==> src/rtl/usr_seq_ctrl.sv <==
// Sequencer that runs an external WIDTH-bit universal shift register as a P2S/S2P converter.
// Optional parity beat after each word is enabled by defining USR_CTRL_PARITY_EN.
module usr_seq_ctrl #(
    parameter int WIDTH = 4,
    parameter int CNT_W = 3
) (
    input  logic             clk_i,
    input  logic             reset_i,
    input  logic             cmd_valid_i,
    output logic             cmd_ready_o,
    input  logic [1:0]       cmd_op_i,
    input  logic [WIDTH-1:0] cmd_data_i,
    output logic             sdo_o,
    output logic             sdo_valid_o,
    input  logic             sdo_ready_i,
    input  logic             sdi_i,
    input  logic             sdi_valid_i,
    output logic             rsp_valid_o,
    input  logic             rsp_ready_i,
    output logic [WIDTH-1:0] rsp_data_o,
    output logic             rsp_err_o,
    output logic [1:0]       usr_sel_o,
    output logic             usr_left_in_o,
    output logic             usr_right_in_o,
    output logic [WIDTH-1:0] usr_parallel_in_o,
    input  logic [WIDTH-1:0] usr_q_i
);

    typedef enum logic [1:0] {S_IDLE = 2'd0, S_LOAD = 2'd1, S_SHIFT = 2'd2, S_RESP = 2'd3} state_e;

    localparam logic [1:0] SEL_HOLD = 2'b00;
    localparam logic [1:0] SEL_DN   = 2'b01;
    localparam logic [1:0] SEL_UP   = 2'b10;
    localparam logic [1:0] SEL_LOAD = 2'b11;

`ifdef USR_CTRL_PARITY_EN
    localparam logic [CNT_W-1:0] LAST_CNT = CNT_W'(WIDTH);
`else
    localparam logic [CNT_W-1:0] LAST_CNT = CNT_W'(WIDTH - 1);
`endif

    state_e             state_q, state_d;
    logic [1:0]         op_q, op_d;
    logic [CNT_W-1:0]   cnt_q, cnt_d;
    logic [WIDTH-1:0]   stage_q, stage_d;
`ifdef USR_CTRL_PARITY_EN
    logic               par_q, par_d;
    logic               err_q, err_d;
`endif

    logic is_rx_s, is_msb_s, beat_s, last_s, par_beat_s, tx_bit_s;

    assign is_rx_s  = op_q[1];
    assign is_msb_s = op_q[0];
    assign beat_s   = (state_q == S_SHIFT) && (is_rx_s ? sdi_valid_i : sdo_ready_i);
    assign last_s   = (cnt_q == LAST_CNT);
    assign tx_bit_s = is_msb_s ? usr_q_i[WIDTH-1] : usr_q_i[0];
`ifdef USR_CTRL_PARITY_EN
    assign par_beat_s = (cnt_q == CNT_W'(WIDTH));
`else
    assign par_beat_s = 1'b0;
`endif

    // State and datapath registers
    always_ff @(posedge clk_i) begin
        if (reset_i) begin
            state_q <= S_IDLE;
            op_q    <= 2'b00;
            cnt_q   <= {CNT_W{1'b0}};
            stage_q <= {WIDTH{1'b0}};
`ifdef USR_CTRL_PARITY_EN
            par_q   <= 1'b0;
            err_q   <= 1'b0;
`endif
        end else begin
            state_q <= state_d;
            op_q    <= op_d;
            cnt_q   <= cnt_d;
            stage_q <= stage_d;
`ifdef USR_CTRL_PARITY_EN
            par_q   <= par_d;
            err_q   <= err_d;
`endif
        end
    end

    // Next-state and register update decode
    always_comb begin
        state_d = state_q;
        op_d    = op_q;
        cnt_d   = cnt_q;
        stage_d = stage_q;
`ifdef USR_CTRL_PARITY_EN
        par_d   = par_q;
        err_d   = err_q;
`endif
        case (state_q)
            S_IDLE: begin
                if (cmd_valid_i) begin
                    op_d    = cmd_op_i;
                    cnt_d   = {CNT_W{1'b0}};
                    stage_d = cmd_data_i;
`ifdef USR_CTRL_PARITY_EN
                    par_d   = 1'b0;
                    err_d   = 1'b0;
`endif
                    state_d = S_LOAD;
                end else begin
                    state_d = S_IDLE;
                end
            end
            S_LOAD: state_d = S_SHIFT;
            S_SHIFT: begin
                if (beat_s) begin
                    cnt_d = cnt_q + {{(CNT_W-1){1'b0}}, 1'b1};
`ifdef USR_CTRL_PARITY_EN
                    if (par_beat_s) begin
                        err_d = is_rx_s ? (sdi_i ^ par_q) : 1'b0;
                    end else begin
                        par_d = par_q ^ (is_rx_s ? sdi_i : tx_bit_s);
                    end
`endif
                    if (last_s) begin
                        state_d = is_rx_s ? S_RESP : S_IDLE;
                    end else begin
                        state_d = S_SHIFT;
                    end
                end else begin
                    state_d = S_SHIFT;
                end
            end
            S_RESP: begin
                if (rsp_ready_i) begin
                    state_d = S_IDLE;
                end else begin
                    state_d = S_RESP;
                end
            end
            default: state_d = S_IDLE;
        endcase
    end

    // Output decode; the parity beat never shifts the register
    always_comb begin
        cmd_ready_o       = 1'b0;
        sdo_o             = 1'b0;
        sdo_valid_o       = 1'b0;
        rsp_valid_o       = 1'b0;
        rsp_data_o        = {WIDTH{1'b0}};
        rsp_err_o         = 1'b0;
        usr_sel_o         = SEL_HOLD;
        usr_left_in_o     = 1'b0;
        usr_right_in_o    = 1'b0;
        usr_parallel_in_o = {WIDTH{1'b0}};
        case (state_q)
            S_IDLE: cmd_ready_o = 1'b1;
            S_LOAD: begin
                usr_sel_o         = SEL_LOAD;
                usr_parallel_in_o = is_rx_s ? {WIDTH{1'b0}} : stage_q;
            end
            S_SHIFT: begin
                if (!is_rx_s) begin
                    sdo_valid_o = 1'b1;
`ifdef USR_CTRL_PARITY_EN
                    sdo_o = par_beat_s ? par_q : tx_bit_s;
`else
                    sdo_o = tx_bit_s;
`endif
                    if (sdo_ready_i && !par_beat_s) begin
                        usr_sel_o = is_msb_s ? SEL_UP : SEL_DN;
                    end else begin
                        usr_sel_o = SEL_HOLD;
                    end
                end else if (sdi_valid_i && !par_beat_s) begin
                    if (is_msb_s) begin
                        usr_right_in_o = sdi_i;
                        usr_sel_o      = SEL_UP;
                    end else begin
                        usr_left_in_o  = sdi_i;
                        usr_sel_o      = SEL_DN;
                    end
                end else begin
                    usr_sel_o = SEL_HOLD;
                end
            end
            S_RESP: begin
                rsp_valid_o = 1'b1;
                rsp_data_o  = usr_q_i;
`ifdef USR_CTRL_PARITY_EN
                rsp_err_o   = err_q;
`else
                rsp_err_o   = 1'b0;
`endif
            end
            default: cmd_ready_o = 1'b0;
        endcase
    end

endmodule

==> config.mk <==
export PLATFORM = sky130hd
export DESIGN_NAME = usr_seq_ctrl
export DESIGN_NICKNAME = d
export VERILOG_FILES = /design/src/rtl/usr_seq_ctrl.sv
export SDC_FILE = /design/constraint.sdc
export NUM_CORES = 1
export LEC_CHECK = 0
export ABC_CLOCK_PERIOD_IN_PS = 3700
export BUFFER_PORTS_ARGS = -buffer_cell sky130_fd_sc_hd__buf_2
export CORE_AREA = 2 2 50 52
export DETAILED_ROUTE_END_ITERATION = 6
export DIE_AREA = 0 0 52 54
export GPL_TIMING_DRIVEN = 0
export PLACE_DENSITY = 0.64
export SLEW_MARGIN = 10
export SYNTH_ARGS = -nofsm -noshare
export SYNTH_HDL_FRONTEND = slang
export SYNTH_SLANG_ARGS = --single-unit
export TNS_END_PERCENT = 20
==> constraint.sdc <==
create_clock -name clk_i -period 3.7 [get_ports clk_i]
set_clock_uncertainty 0.05 [all_clocks]
set_input_delay 0.555 -clock clk_i [delete_from_list [all_inputs] [get_ports clk_i]]
set_output_delay 0.555 -clock clk_i [all_outputs]
set_load 0.01 [all_outputs]
# Yosys cells after proc, flatten, opt, wreduce, memory -nomap -nowiden
# Cells that the tools add are included.
# totals
in_bits	17
word_cells	49
regBits	11
out_inout_bits	17
# op_classes
eq_ne	6
n_reduce_logical	5
mux	33
addsub	1
# op_table
op	count
2-to-1 mux 1 bit	17
2-to-1 mux 2 bit	8
2-to-1 mux 4 bit	3
case mux 2 bit (4 select lines)	1
2-to-1 mux 3 bit	2
case mux 3 bit (2 select lines)	1
== test 2 bit (second input constant)	2
!= test 2 bit (second input constant)	2
case mux 2 bit (2 select lines)	1
adder 3 x 1 -> 3 bit (second input constant)	1
== test 3 x 2 -> 1 bit (second input constant)	1
AND reduction 3 bit	1
== test 2 x 1 -> 1 bit (second input constant)	1
logical NOT 2 bit	1
AND reduction 2 bit	1
nonzero test 2 bit	1
logical AND 1 bit	1

# Depth between registers and ports, before layout
# Gate-level depths: netlist of the first run.
# depth
depth_word	4
mapped_depth	6
depth_no_buf	5

# Worst setup path after synthesis of the first run
# No wires, ideal clock.
# synth_timing
path_type	input to output
start	input port sdo_ready_i
end	output port usr_sel_o[0]
n_path_buf	0
setup_slack_ps	2020
arrival_ps	1075
required_time_ps	3095
cell_stages	3
cell_sequence	mux2_4 -> a31oi_1 -> nor2b_1
# synth_via
elab_chain_cells	3
# synth_rtl
element	line_no	source
from (decl)	15	input logic sdo_ready_i,
2-to-1 mux 2 bit	169	if (sdo_ready_i && !par_beat_s) begin
2-to-1 mux 2 bit	162	if (!is_rx_s) begin
case mux 2 bit (2 select lines)	155	case (state_q)
to (decl)	22	output logic [1:0] usr_sel_o,
# No other way between the ends.

# Final worst setup path of the first run
# layout_timing
start	register state_q[0]
end	output port usr_sel_o[1]
# layout_via
elab_chain_cells	2
word_cells_on_any_way	3
classes_between	eq/ne: 2; mux: 1
# layout_rtl
element	line_no	source
from (decl)	42	state_e state_q, state_d;
from (signal assigned)	76	state_q <= state_d;
== test 2 bit / == test 2 x 1 -> 1 bit (equally long branches)	155	
case mux 2 bit (2 select lines) (*)	155	
# Every way passes the cells marked *; elsewhere a longest branch is shown, timed or not.

==> results.txt, run 1 <==
----------------------------------------------------
[Timing]
  Final hold violation count ... 0
  Setup repair after global routing missed its margin ... no
  Setup-failing EPs final ... 0
  Slew Limit Fails ... 0
  Final period util ... 57.51%
  Total negative setup slack ... 0 ns
  Max Clock Freq ... 0.4699 GHz
  Final worst path period need ... 2.128 ns

[Clocking]
  Worst-skew pair later-pin latency ... 0.26 ns
  Number of hold-repair buffers added at the cts stage ... 0
  Count of instances resized after the clock tree is built ... 0
  Sink count of the clock tree ... 11
  TritonCTS clock tree ... done
  Maximum clock insertion buffer count ... 2
  Clock Pin Slew Worst Setup and Hold Paths ... approximately 0.080 ns
  Count of H-tree levels built during CTS ... 1
  Number of buffers inserted during clock tree synthesis ... 3
  Root Driver ... sky130_fd_sc_hd__clkbuf_4
  Setup bufs post-CTS ... 0

[Die]
  Row count ... 18
  Die W ... 52 um
  Die Span Y ... about 54 um
  Floorplan core area ... 0.002320 mm2
  Area of the die ... 0.002808 mm2
  Top Ports ... 34
  Effective utilization at floorplan ... a little under a third

[Route]
  Post-DR wirelength/cell ... 10.77 um
  Via count ... 749
  # DRC ... 0
  Count of TritonRoute iterations in the first routing pass ... 6
  Post-route ant nets ... 0
  DRT iter0 DRCs ... 17
  Per-cell via count in the routed design ... 4.832
  Detailed Route WL ... 1669 um

[Synth]
  Sequential element share of the synthesized area ... between 20% and 30%
  Post-synthesis mux area share ... 8.108%
  XOR/XNOR Fraction of Synth Area ... 0%
  Adder and majority cell fraction of the synthesized area ... approximately 10%
  Synthesized Nets ... 113
  Dominant combinational cell family by area after synthesis ... simple AND/OR/NAND/NOR gates
  Syn Std Cell Area ... between 700 and 800 um2
  Post-synth cell types ... 26
  Post-Syn Instances ... 90
  Fraction of the mapped netlist area in simple logic gates ... 31.42%
  Syn avg cell area ... 8.230 um2
  Seq cells post-synth ... 11
  Synth Area in Compound Gates ... 11.82%
  YS warnings ... 0

[Power]
  Static Leakage ... 0.4629 nW
  Largest voltage drop on the vdd net ... approximately 160 uV
  Power density normalized to cell area ... 293.5 mW/mm2
  Power after layout ... between 200 and 300 uW

[Global routing]
  Via count of the first global-routing pass ... 643
  First-pass GRT wire length ... around 2600 um
  Gr ovfl total ... 0
  Number of antenna violations at the first check in global routing ... 0
  Maximum number of pins on one net before global-route repair ... 11
  Global-route usage over all layers ... between 10% and 20%

[Critical path]
  Slowest-stage cell, CP ... sky130_fd_sc_hd__dfxtp_1
  Startpoint Class ... flip-flop
  Crit path cell chain ... inv_1 -> ha_1 -> buf_4 -> a31oi_1 -> nor2b_1 -> buf_2
  Worst-path maximum fanout ... 10
  Endpoint kind of the worst setup timing path ... output pin
  Cell depth of the worst flop-to-flop path ... 6
  Type of the worst setup path ... reg2out
  Arr. time, crit path ... ~1.5 ns
  Worst path max stage delay ... 0.38 ns
  Cell count along the critical path ... 6
  Worst Path Buf+Inv ... 3
  WP data required ... roughly 3 ns
  Cell class contributing the biggest share of worst-path delay ... buffers and inverters

[Cells and area]
  Area delta synth->final ... 29.56%
  Net total in the final layout ... 149
  Fillers ... around 260
  Proportion of layout cells with a drive suffix above 1 ... 35.20%
  Post-layout util ... 41.37%
  Antenna diode count ... 0

[Status]
  Outcome ... finished, final reports clean

[Placement]
  Number of input and output port buffers inserted ... 31
  Routability congestion estimate from global placement ... 0.7594
  HPWL after detailed placement ... approximately 1300 um

[Job]
  Max-cap violation count ... 0

[Worst hold path]
  Worst hold path cell count ... 2
  Type of the tightest min-delay check ... reg2reg

----------------------------------------------------
==> state kept, by name, summed over array words and instances (netlist names) <==
name	flops
state_q	2
op_q	2
cnt_q	3
stage_q	4
==> cells by family (layout without fill, tap and decap cells) <==
kind of cell    Yosys count  count (layout)
compound gates           15              15
buf+inv                  10              45
flops                    11              11
simple gates             42              42
other cells               1               1
mux                       5               5
fa+ha+maj                 6               6
==> cells in the final DEF (no fill, tap or decap), types with 2 or more instances in the layout <==
cell type	Yosys	routed
sky130_fd_sc_hd__a21oi_1	7	7
sky130_fd_sc_hd__a31oi_1	5	5
sky130_fd_sc_hd__and2_1	8	8
sky130_fd_sc_hd__and2b_2	2	2
sky130_fd_sc_hd__and3_1	2	2
sky130_fd_sc_hd__buf_2	1	32
sky130_fd_sc_hd__buf_4	2	2
sky130_fd_sc_hd__buf_6	2	2
sky130_fd_sc_hd__clkbuf_1	1	2
sky130_fd_sc_hd__clkbuf_4	0	3
sky130_fd_sc_hd__dfxtp_1	11	11
sky130_fd_sc_hd__ha_1	6	6
sky130_fd_sc_hd__inv_1	4	4
sky130_fd_sc_hd__mux2_4	2	2
sky130_fd_sc_hd__mux2i_1	3	3
sky130_fd_sc_hd__nand2_1	11	11
sky130_fd_sc_hd__nand3_1	9	9
sky130_fd_sc_hd__nand4_1	2	2
sky130_fd_sc_hd__nand4b_1	2	2
sky130_fd_sc_hd__nor2b_1	3	3
==> tightest hold or removal path, delay by kind of cell (launching register included) <==
kind / cells / cell delay [ns]
DFF: 1 / 0.31
and+or+nand+nor: 1 / 0.05
AOI/OAI and AO/OA: 1 / 0.05
==> per-layer routing <==
metal	global-route usage (%)	share of wire [%]	vias up
met2	20.68	47	27
li1	-	-	380
met1	16.25	47	342
met5	0	0	-
met3	1.667	6.5	0
met4	4.825	0	0
==> metrics by stage <==
step / std cells / cell area (um2) / setup slack (ns) / hold slack, ns
6_report: 155 / 959.7 / 1.572 / 0.4007
5_1_grt: 155 / 959.7 / 1.467 / 0.4012
4_1_cts: 155 / 959.7 / 1.550 / 0.4045
3_5_place_dp: 151 / 933.4 / 1.747 / 0.3948
3_3_place_gp: 151 / 933.4 / 1.760 / 0.3884
2_1_floorplan: 90 / 740.7 / 2.020 / 0.3817
==> where the power goes <==
group,internal [mW],leakage (nW),switching (mW)
sequential,0.125,0.0899,0.00451
clock,0.0416,0.0150,0.0404
combinational,0.0332,0.358,0.0372
==> cell usage after synthesis <==
cell,instances,area (um2)
sky130_fd_sc_hd__conb_1,1,3.750
sky130_fd_sc_hd__and3_2,1,7.510
sky130_fd_sc_hd__nand4b_1,2,17.52
sky130_fd_sc_hd__ha_1,6,75.07
sky130_fd_sc_hd__nor2b_1,3,18.77
sky130_fd_sc_hd__mux2i_1,3,30.03
sky130_fd_sc_hd__buf_6,2,22.52
sky130_fd_sc_hd__clkbuf_1,1,3.750
sky130_fd_sc_hd__nor2_1,1,3.750
sky130_fd_sc_hd__nand4_1,2,12.51
sky130_fd_sc_hd__nand3_1,9,45.04
sky130_fd_sc_hd__and2b_2,2,17.52
sky130_fd_sc_hd__dfxtp_1,11,220.2
sky130_fd_sc_hd__a31oi_1,5,31.28
sky130_fd_sc_hd__inv_1,4,15.01
sky130_fd_sc_hd__o21ai_0,1,5.000
sky130_fd_sc_hd__and2_1,8,50.05
sky130_fd_sc_hd__nand2_1,11,41.29
sky130_fd_sc_hd__a21oi_1,7,35.03
sky130_fd_sc_hd__a21o_1,1,7.510
sky130_fd_sc_hd__and3_1,2,12.51
sky130_fd_sc_hd__a311oi_1,1,8.760
sky130_fd_sc_hd__buf_2,1,5.000
sky130_fd_sc_hd__nand2b_1,1,6.260
sky130_fd_sc_hd__mux2_4,2,30.03
sky130_fd_sc_hd__buf_4,2,15.01
==> path summary, 6_finish.rpt <==
check	startpoint	end	slack, ns
max	state_q[0]$_SDFF_PP0_	usr_sel_o[1]	1.57
min	stage_q[2]$_SDFFE_PP0P_	stage_q[2]$_SDFFE_PP0P_	0.40
max reg2reg	state_q[0]$_SDFF_PP0_	cnt_q[0]$_SDFFE_PP0P_	2.18
min reg2reg	stage_q[2]$_SDFFE_PP0P_	stage_q[2]$_SDFFE_PP0P_	0.40
==> cell type report <==
| class | instances | area (um2) | share of cell area, % |
|---|---|---|---|
| Inverter | 4 | 15.01 | 1.565 |
| Multi-Input combinational cell | 69 | 459.2 | 47.85 |
| Tap cell | 30 | 37.54 | 3.911 |
| Timing Repair Buffer | 31 | 155.1 | 16.17 |
| Buffer | 6 | 46.29 | 4.824 |
| Sequential cell | 11 | 220.2 | 22.95 |
| Clock buffer | 4 | 26.28 | 2.738 |
Power figures use the tool's default switching activity.
==> run 2: changes to the inputs <==
Settings changed: ABC_CLOCK_PERIOD_IN_PS 3700 to 1800, PLACE_DENSITY 0.64 to 0.66.
Clock period 3.7 ns to 1.8 ns, I/O delays scaled along.
==> results.txt, run 2 (synthesis gave the netlist of run 1 again) <==
----------------------------------------------------
[Placement]
  Routability congestion estimate from global placement ... 0.7418 (was 0.7594)
  Number of input and output port buffers inserted ... 31 (unchanged)
  Total instance count after detailed placement ... 151 (unchanged)
  HPWL after detailed placement ... 1315 um (was 1304 um)

[Route]
  Detailed Route WL ... 1710 um (was 1669 um)
  DRT iter0 DRCs ... 5 (was 17)
  Via count ... 759 (was 749)
  # DRC ... 0 (unchanged)
  Per-cell via count in the routed design ... 4.834 (was 4.832)
  Count of TritonRoute iterations in the first routing pass ... 4 (was 6)
  Post-DR wirelength/cell ... 10.89 um (was 10.77 um)
  Post-route ant nets ... 0 (unchanged)

[Global routing]
  Via count of the first global-routing pass ... 632 (was 643)
  Gr ovfl total ... 0 (unchanged)
  First-pass GRT wire length ... 2587 um (was 2642 um)
  Global-route usage over all layers ... 12.40% (was 12.42%)
  Maximum number of pins on one net before global-route repair ... 11 (unchanged)
  Number of antenna violations at the first check in global routing ... 0 (unchanged)

[Timing]
  Final hold violation count ... 0 (unchanged)
  Setup repair after global routing missed its margin ... no (unchanged)
  Total negative setup slack ... 0 ns (unchanged)
  Max Clock Freq ... 0.5807 GHz
  Final worst hold slack ... 0.1073 ns (was 0.4007 ns)
  Final period util ... 95.68%
  Final worst path period need ... approximately 1.7 ns
  Setup-failing EPs final ... 0 (unchanged)
  Slew Limit Fails ... 0 (unchanged)

[Power]
  Largest voltage drop on the vdd net ... 332.5 uV (was 162.2 uV)
  Relative contribution of sequential cells to total power ... 45.1% (was 45.9%)
  Clock share of power ... 29.3% (was 29.1%)
  Internal Pwr Total ... 416.4 uW (was 199.5 uW)
  Static Leakage ... 0.4741 nW (was 0.4629 nW)
  Psw ... 174.6 uW (was 82.11 uW)
  Fraction of power consumed by combinational cells ... 25.6% (was 25.0%)
  Power density normalized to cell area ... 595.6 mW/mm2 (was 293.5 mW/mm2)
  Switching power share of the total ... 29.54% (was 29.15%)

[Cells and area]
  Commonest cells after routing, fill and taps aside ... sky130_fd_sc_hd__buf_2, sky130_fd_sc_hd__nand2_1, sky130_fd_sc_hd__nand3_1, sky130_fd_sc_hd__dfxtp_1, sky130_fd_sc_hd__and2_1 (was sky130_fd_sc_hd__buf_2, sky130_fd_sc_hd__nand2_1, sky130_fd_sc_hd__dfxtp_1)
  Post-layout instance count excluding filler cells ... 157 (was 155)
  Area delta synth->final ... 33.95% (was 29.56%)
  Net total in the final layout ... 151 (was 149)
  Antenna diode count ... 0 (unchanged)
  Number of flip-flops in the largest register ... 4 (unchanged)
  Most flop-heavy register ... stage_q (unchanged)
  Proportion of layout cells with a drive suffix above 1 ... 39.37% (was 35.20%)
  Register area ... 225.2 um2 (was 220.2 um2)
  Regs by FF count ... stage_q (4), cnt_q (3) (unchanged)
  Most common cell after layout, fill and taps aside ... sky130_fd_sc_hd__buf_2 (unchanged)
  Fillers ... 245 (was 255)
  Area of the multi-input gates ... 471.7 um2 (was 459.2 um2)
  Post-layout util ... 42.77% (was 41.37%)

[Critical path]
  Worst-path maximum fanout ... 5 (was 10)
  Cell depth of the worst flop-to-flop path ... 6 (unchanged)
  Startpoint Class ... flip-flop (unchanged)
  Type of the worst setup path ... reg2out (unchanged)
  WP data required ... 1.48 ns (was 3.09 ns)
  Endpoint kind of the worst setup timing path ... output pin (unchanged)
  Arr. time, crit path ... 1.40 ns (was 1.52 ns)
  Reg-to-reg endpoint ... cnt_q[2]$_SDFFE_PP0P_ (was cnt_q[0]$_SDFFE_PP0P_)
  Register-to-register setup slack ... 0.33 ns (was 2.18 ns)
  R2r startpoint ... state_q[1]$_SDFF_PP0_ (was state_q[0]$_SDFF_PP0_)

[Die]
  Row count ... 18 (unchanged)
  Floorplan core area ... 0.002320 mm2 (unchanged)
  Die W ... 52 um (unchanged)
  Die Span Y ... 54 um (unchanged)
  Top Ports ... 34 (unchanged)
  Area of the die ... 0.002808 mm2 (unchanged)
  Effective utilization at floorplan ... 31.93% (unchanged)

[Clocking]
  Sink count of the clock tree ... 11 (unchanged)
  TritonCTS clock tree ... done (unchanged)
  Number of buffers inserted during clock tree synthesis ... 3 (unchanged)
  Worst-skew pair later-pin latency ... 0.27 ns (was 0.26 ns)
  Root Driver ... sky130_fd_sc_hd__clkbuf_4 (unchanged)
  Maximum clock insertion buffer count ... 2 (unchanged)
  Number of hold-repair buffers added at the cts stage ... 0 (unchanged)
  Clock Pin Slew Worst Setup and Hold Paths ... 0.07 ns (was 0.08 ns)
  Count of H-tree levels built during CTS ... 1 (unchanged)

[Job]
  Max-cap violation count ... 0 (unchanged)

[Worst hold path]
  Worst hold path cell count ... 2 (unchanged)
  Type of the tightest min-delay check ... in2reg (was reg2reg)
  Hold Crit Start ... reset_i (was stage_q[2]$_SDFFE_PP0P_)
  Hold Path Sink ... state_q[1]$_SDFF_PP0_ (was stage_q[2]$_SDFFE_PP0P_)

[Status]
  Outcome ... finished, final reports clean (unchanged)

----------------------------------------------------
[run 2: changes by cell type in the layout (fill, tap and decap cells not counted), sizes merged]
| cell | previous run | this run |
|---|---|---|
| buf | 36 | 38 |
[run 2: metal layers]
metal / track usage [%] / vias up / share of wire, %
met1: 14.02 / 342 / 44
li1: - / 383 / -
met3: 2.500 / 4 / 7.0
met4: 7.018 / 0 / 1.8
met2: 21.73 / 30 / 47
met5: 0 / - / 0
[run 2: power by group through the flow]
stage / registers [mW] / clock network, mW / logic (mW)
finish: 0.267 / 0.173 / 0.151
global route: 0.270 / 0.187 / 0.168
CTS: 0.267 / 0.177 / 0.145
detailed placement: 0.272 / 0 / 0.144
global placement: 0.272 / 0 / 0.141
floorplan: 0.269 / 0 / 0.0989
[run 2: worst max-delay path, stage by stage, from the launching register on]
cell	delay (ns)
sky130_fd_sc_hd__dfxtp_4	0.38
sky130_fd_sc_hd__inv_1	0.06
sky130_fd_sc_hd__ha_1	0.20
sky130_fd_sc_hd__and2b_2	0.22
sky130_fd_sc_hd__and2_1	0.15
sky130_fd_sc_hd__buf_2	0.13
[run 2: layout make-up]
class                   instances  share of cell area (%)
multi-input cells              69                   47.54
well taps                      30                   3.783
clock buffers                   4                   2.648
flip-flops and latches         11                   22.70
inverters                       4                   1.513
repair buffers                 33                   17.15
plain buffers                   6                   4.666
[run 2: how the worst max path moves through the flow]
stage / from / to / cells past startpoint
5_1_grt: state_q[1]$_SDFF_PP0_ / usr_parallel_in_o[2] / 5
6_report: state_q[1]$_SDFF_PP0_ / usr_parallel_in_o[2] / 5
4_1_cts: state_q[1]$_SDFF_PP0_ / usr_parallel_in_o[2] / 5
3_5_place_dp: state_q[0]$_SDFF_PP0_ / usr_sel_o[0] / 6
3_3_place_gp: state_q[0]$_SDFF_PP0_ / usr_sel_o[0] / 6
2_1_floorplan: state_q[0]$_SDFF_PP0_ / cnt_q[2]$_SDFFE_PP0P_ / 6
[run 2: repair_timing]
item | in CTS | in global routing
endpoints found under the setup margin | 4 | 8
buffers inserted | 0 | 2
cloned | 0 | 0
pin swaps | 0 | 1
gates resized for setup | 2 | 4
[run 2: per-stage QoR]
step	power, mW	cell area [um2]	worst slack (ns)
2_1_floorplan	0.3684	740.7	0.3485
3_3_place_gp	0.4131	933.4	0.2337
3_5_place_dp	0.4158	933.4	0.2151
4_1_cts	0.5880	963.4	0.01013
5_1_grt	0.6245	992.2	0.001395
6_report	0.5910	992.2	0.07781
==> run 3: changes to the inputs <==
Settings changed: ABC_CLOCK_PERIOD_IN_PS 1800 to 1500, CAP_MARGIN from default to 20, CORE_AREA 2 2 50 52 to 2 2 47 49, DIE_AREA 0 0 52 54 to 0 0 49 51, PLACE_DENSITY 0.66 to 0.73.
Clock period 1.8 ns to 1.5 ns, I/O delays scaled along.
==> results.txt, run 3 (synthesis gave the netlist of run 1 again) <==
----------------------------------------------------
[Status]
  Outcome ... finished, violations left (was finished, final reports clean)
  Violations in the final reports ... setup timing

[Route]
  # DRC ... 0 (unchanged)
  Detailed Route WL ... 1929 um (was 1710 um)
  Per-cell via count in the routed design ... 5.062 (was 4.834)
  Via count ... 815 (was 759)
  Post-route ant nets ... 0 (unchanged)
  DRT iter0 DRCs ... 10 (was 5)
  Count of TritonRoute iterations in the first routing pass ... 4 (unchanged)
  Post-DR wirelength/cell ... 11.98 um (was 10.89 um)

[Cells and area]
  Most common cell after layout, fill and taps aside ... sky130_fd_sc_hd__buf_2 (unchanged)
  Commonest cells after routing, fill and taps aside ... sky130_fd_sc_hd__buf_2, sky130_fd_sc_hd__nand2_1, sky130_fd_sc_hd__nand3_1 (was sky130_fd_sc_hd__buf_2, sky130_fd_sc_hd__nand2_1, sky130_fd_sc_hd__nand3_1, sky130_fd_sc_hd__dfxtp_1, sky130_fd_sc_hd__and2_1)
  Number of flip-flops in the largest register ... 4 (unchanged)
  Net total in the final layout ... 157 (was 151)
  Antenna diode count ... 0 (unchanged)
  Proportion of layout cells with a drive suffix above 1 ... 48.12% (was 39.37%)
  Regs by FF count ... stage_q (4), cnt_q (3) (unchanged)
  Area delta synth->final ... 49.66% (was 33.95%)
  Most flop-heavy register ... stage_q (unchanged)
  Post-layout util ... 53.73% (was 42.77%)

[Critical path]
  Register-to-register setup slack ... 0.01 ns (was 0.33 ns)
  Startpoint Class ... flip-flop (unchanged)
  Arr. time, crit path ... 1.35 ns (was 1.40 ns)
  WP data required ... 1.22 ns (was 1.48 ns)
  Endpoint kind of the worst setup timing path ... output pin (unchanged)
  Reg-to-reg endpoint ... cnt_q[2]$_SDFFE_PP0P_ (unchanged)
  R2r startpoint ... state_q[0]$_SDFF_PP0_ (was state_q[1]$_SDFF_PP0_)
  Worst-path maximum fanout ... 4 (was 5)
  Type of the worst setup path ... reg2out (unchanged)
  Cell depth of the worst flop-to-flop path ... 6 (unchanged)

[Timing]
  Slew Limit Fails ... 0 (unchanged)
  Max Clock Freq ... 0.6145 GHz
  Final hold violation count ... 0 (unchanged)
  Setup-failing EPs final ... 9 (was 0)
  Setup repair after global routing missed its margin ... yes (was no)
  Final WS setup ... -0.1275 ns (was 0.07781 ns)
  Final worst path period need ... 1.627 ns
  Final period util ... 108.5%

[Die]
  Floorplan core area ... 0.002063 mm2 (was 0.002320 mm2)
  Top Ports ... 34 (unchanged)
  Row count ... 17 (was 18)
  Effective utilization at floorplan ... 35.90% (was 31.93%)
  Die W ... 49 um (was 52 um)
  Area of the die ... 0.002499 mm2 (was 0.002808 mm2)
  Die Span Y ... 51 um (was 54 um)

[Power]
  Power density normalized to cell area ... 688.5 mW/mm2 (was 595.6 mW/mm2)
  Static Leakage ... 0.5075 nW (was 0.4741 nW)
  Largest voltage drop on the vdd net ... 436.3 uV (was 332.5 uV)

[Worst hold path]
  Type of the tightest min-delay check ... in2reg (unchanged)
  Worst hold path cell count ... 2 (unchanged)
  Hold Path Sink ... state_q[1]$_SDFF_PP0_ (unchanged)
  Hold Crit Start ... reset_i (unchanged)

[Global routing]
  Global-route usage over all layers ... 16.33% (was 12.40%)
  First-pass GRT wire length ... 3125 um (was 2587 um)
  Gr ovfl total ... 0 (unchanged)
  Number of antenna violations at the first check in global routing ... 0 (unchanged)
  Maximum number of pins on one net before global-route repair ... 11 (unchanged)
  Via count of the first global-routing pass ... 744 (was 632)

[Placement]
  Post-Place Setup Slack ... -0.02037 ns (was 0.2151 ns)
  Number of input and output port buffers inserted ... 31 (unchanged)
  HPWL after detailed placement ... 1313 um (was 1315 um)
  Routability congestion estimate from global placement ... 0.8086 (was 0.7418)

[Clocking]
  Number of hold-repair buffers added at the cts stage ... 0 (unchanged)
  Maximum clock insertion buffer count ... 2 (unchanged)
  Number of buffers inserted during clock tree synthesis ... 3 (unchanged)
  Worst-skew pair later-pin latency ... 0.28 ns (was 0.27 ns)
  Sink count of the clock tree ... 11 (unchanged)
  Root Driver ... sky130_fd_sc_hd__clkbuf_4 (unchanged)
  Clock Pin Slew Worst Setup and Hold Paths ... 0.07 ns (about the same)
  Count of H-tree levels built during CTS ... 1 (unchanged)
  TritonCTS clock tree ... done (unchanged)

[Job]
  Max-cap violation count ... 0 (unchanged)

----------------------------------------------------
==> run 3: changes by cell type in the layout (fill, tap and decap cells not counted), moves of 2 or more <==
| cell | previous run | this run |
|---|---|---|
| sky130_fd_sc_hd__buf_4 | 4 | 8 |
| sky130_fd_sc_hd__ha_4 | 1 | 3 |
| sky130_fd_sc_hd__buf_6 | 2 | 5 |
| sky130_fd_sc_hd__ha_1 | 5 | 2 |
| sky130_fd_sc_hd__buf_2 | 32 | 30 |
| sky130_fd_sc_hd__and2_1 | 8 | 6 |
| sky130_fd_sc_hd__and2_4 | 0 | 2 |
==> run 3: area by class of cell <==
cell class,count,area [um2]
inverters,4,15.01
flip-flops and latches,11,226.5
clock buffers,4,26.28
fillers,200,954.7
multi-input cells,69,520.5
well taps,28,35.03
plain buffers,5,42.54
repair buffers,40,242.7
==> run 3: what timing repair did <==
action / in CTS / in global routing
buffers inserted: 8 / 1
pin swaps: 10 / 3
resized for setup: 15 / 9
endpoints found under the hold margin: 0 / 0
endpoints found under the setup margin: 13 / 16
==> run 3: critical path: stages (launching register included) <==
cell                      delay (ns)
sky130_fd_sc_hd__dfxtp_2        0.34
sky130_fd_sc_hd__buf_6          0.12
sky130_fd_sc_hd__ha_4           0.16
sky130_fd_sc_hd__buf_6          0.11
sky130_fd_sc_hd__a31oi_1        0.14
sky130_fd_sc_hd__nor2b_1        0.06
sky130_fd_sc_hd__buf_2          0.13
==> run 3: routing by layer <==
metal / up-vias / part of all wire, % / wire (um) / GRT usage (%)
li1: 394 / - / - / -
met1: 384 / 41 / 798 / 17.14
met2: 31 / 52 / 1003 / 30.37
met3: 6 / 4.3 / 82 / 2.339
met4: 0 / 2.3 / 44 / 10.95
met5: - / 0 / 0 / 0
==> run 3: report_power, final <==
part / internal [mW] / switching [mW]
combinational: 0.118 / 0.109
sequential: 0.308 / 0.0150
clock: 0.103 / 0.110
==> run 3: worst max path at each step <==
| stage | from | to | slack [ns] | depth (start not counted) |
|---|---|---|---|---|
| 2_1_floorplan | state_q[0]$_SDFF_PP0_ | cnt_q[2]$_SDFFE_PP0P_ | 0.05 | 6 |
| 3_3_place_gp | state_q[0]$_SDFF_PP0_ | usr_sel_o[0] | -0.01 | 6 |
| 3_5_place_dp | state_q[0]$_SDFF_PP0_ | usr_sel_o[0] | -0.02 | 6 |
| 4_1_cts | op_q[1]$_SDFFE_PP0P_ | usr_sel_o[0] | -0.14 | 5 |
| 5_1_grt | state_q[1]$_SDFF_PP0_ | usr_sel_o[1] | -0.19 | 6 |
| 6_report | state_q[1]$_SDFF_PP0_ | usr_sel_o[1] | -0.13 | 6 |
==> run 3: per-stage QoR <==
step | hold WS [ns] | std cells | instance area [um2] | total power, mW | TNS (ns)
2_1_floorplan | 0.2471 | 90 | 740.7 | 0.4421 | 0
3_3_place_gp | 0.3542 | 149 | 930.9 | 0.4946 | -0.02111
3_5_place_dp | 0.3702 | 149 | 930.9 | 0.4989 | -0.05454
4_1_cts | 0.06867 | 161 | 1072 | 0.7479 | -1.025
5_1_grt | 0.06097 | 161 | 1109 | 0.8053 | -1.755
6_report | 0.06832 | 161 | 1109 | 0.7633 | -0.9338
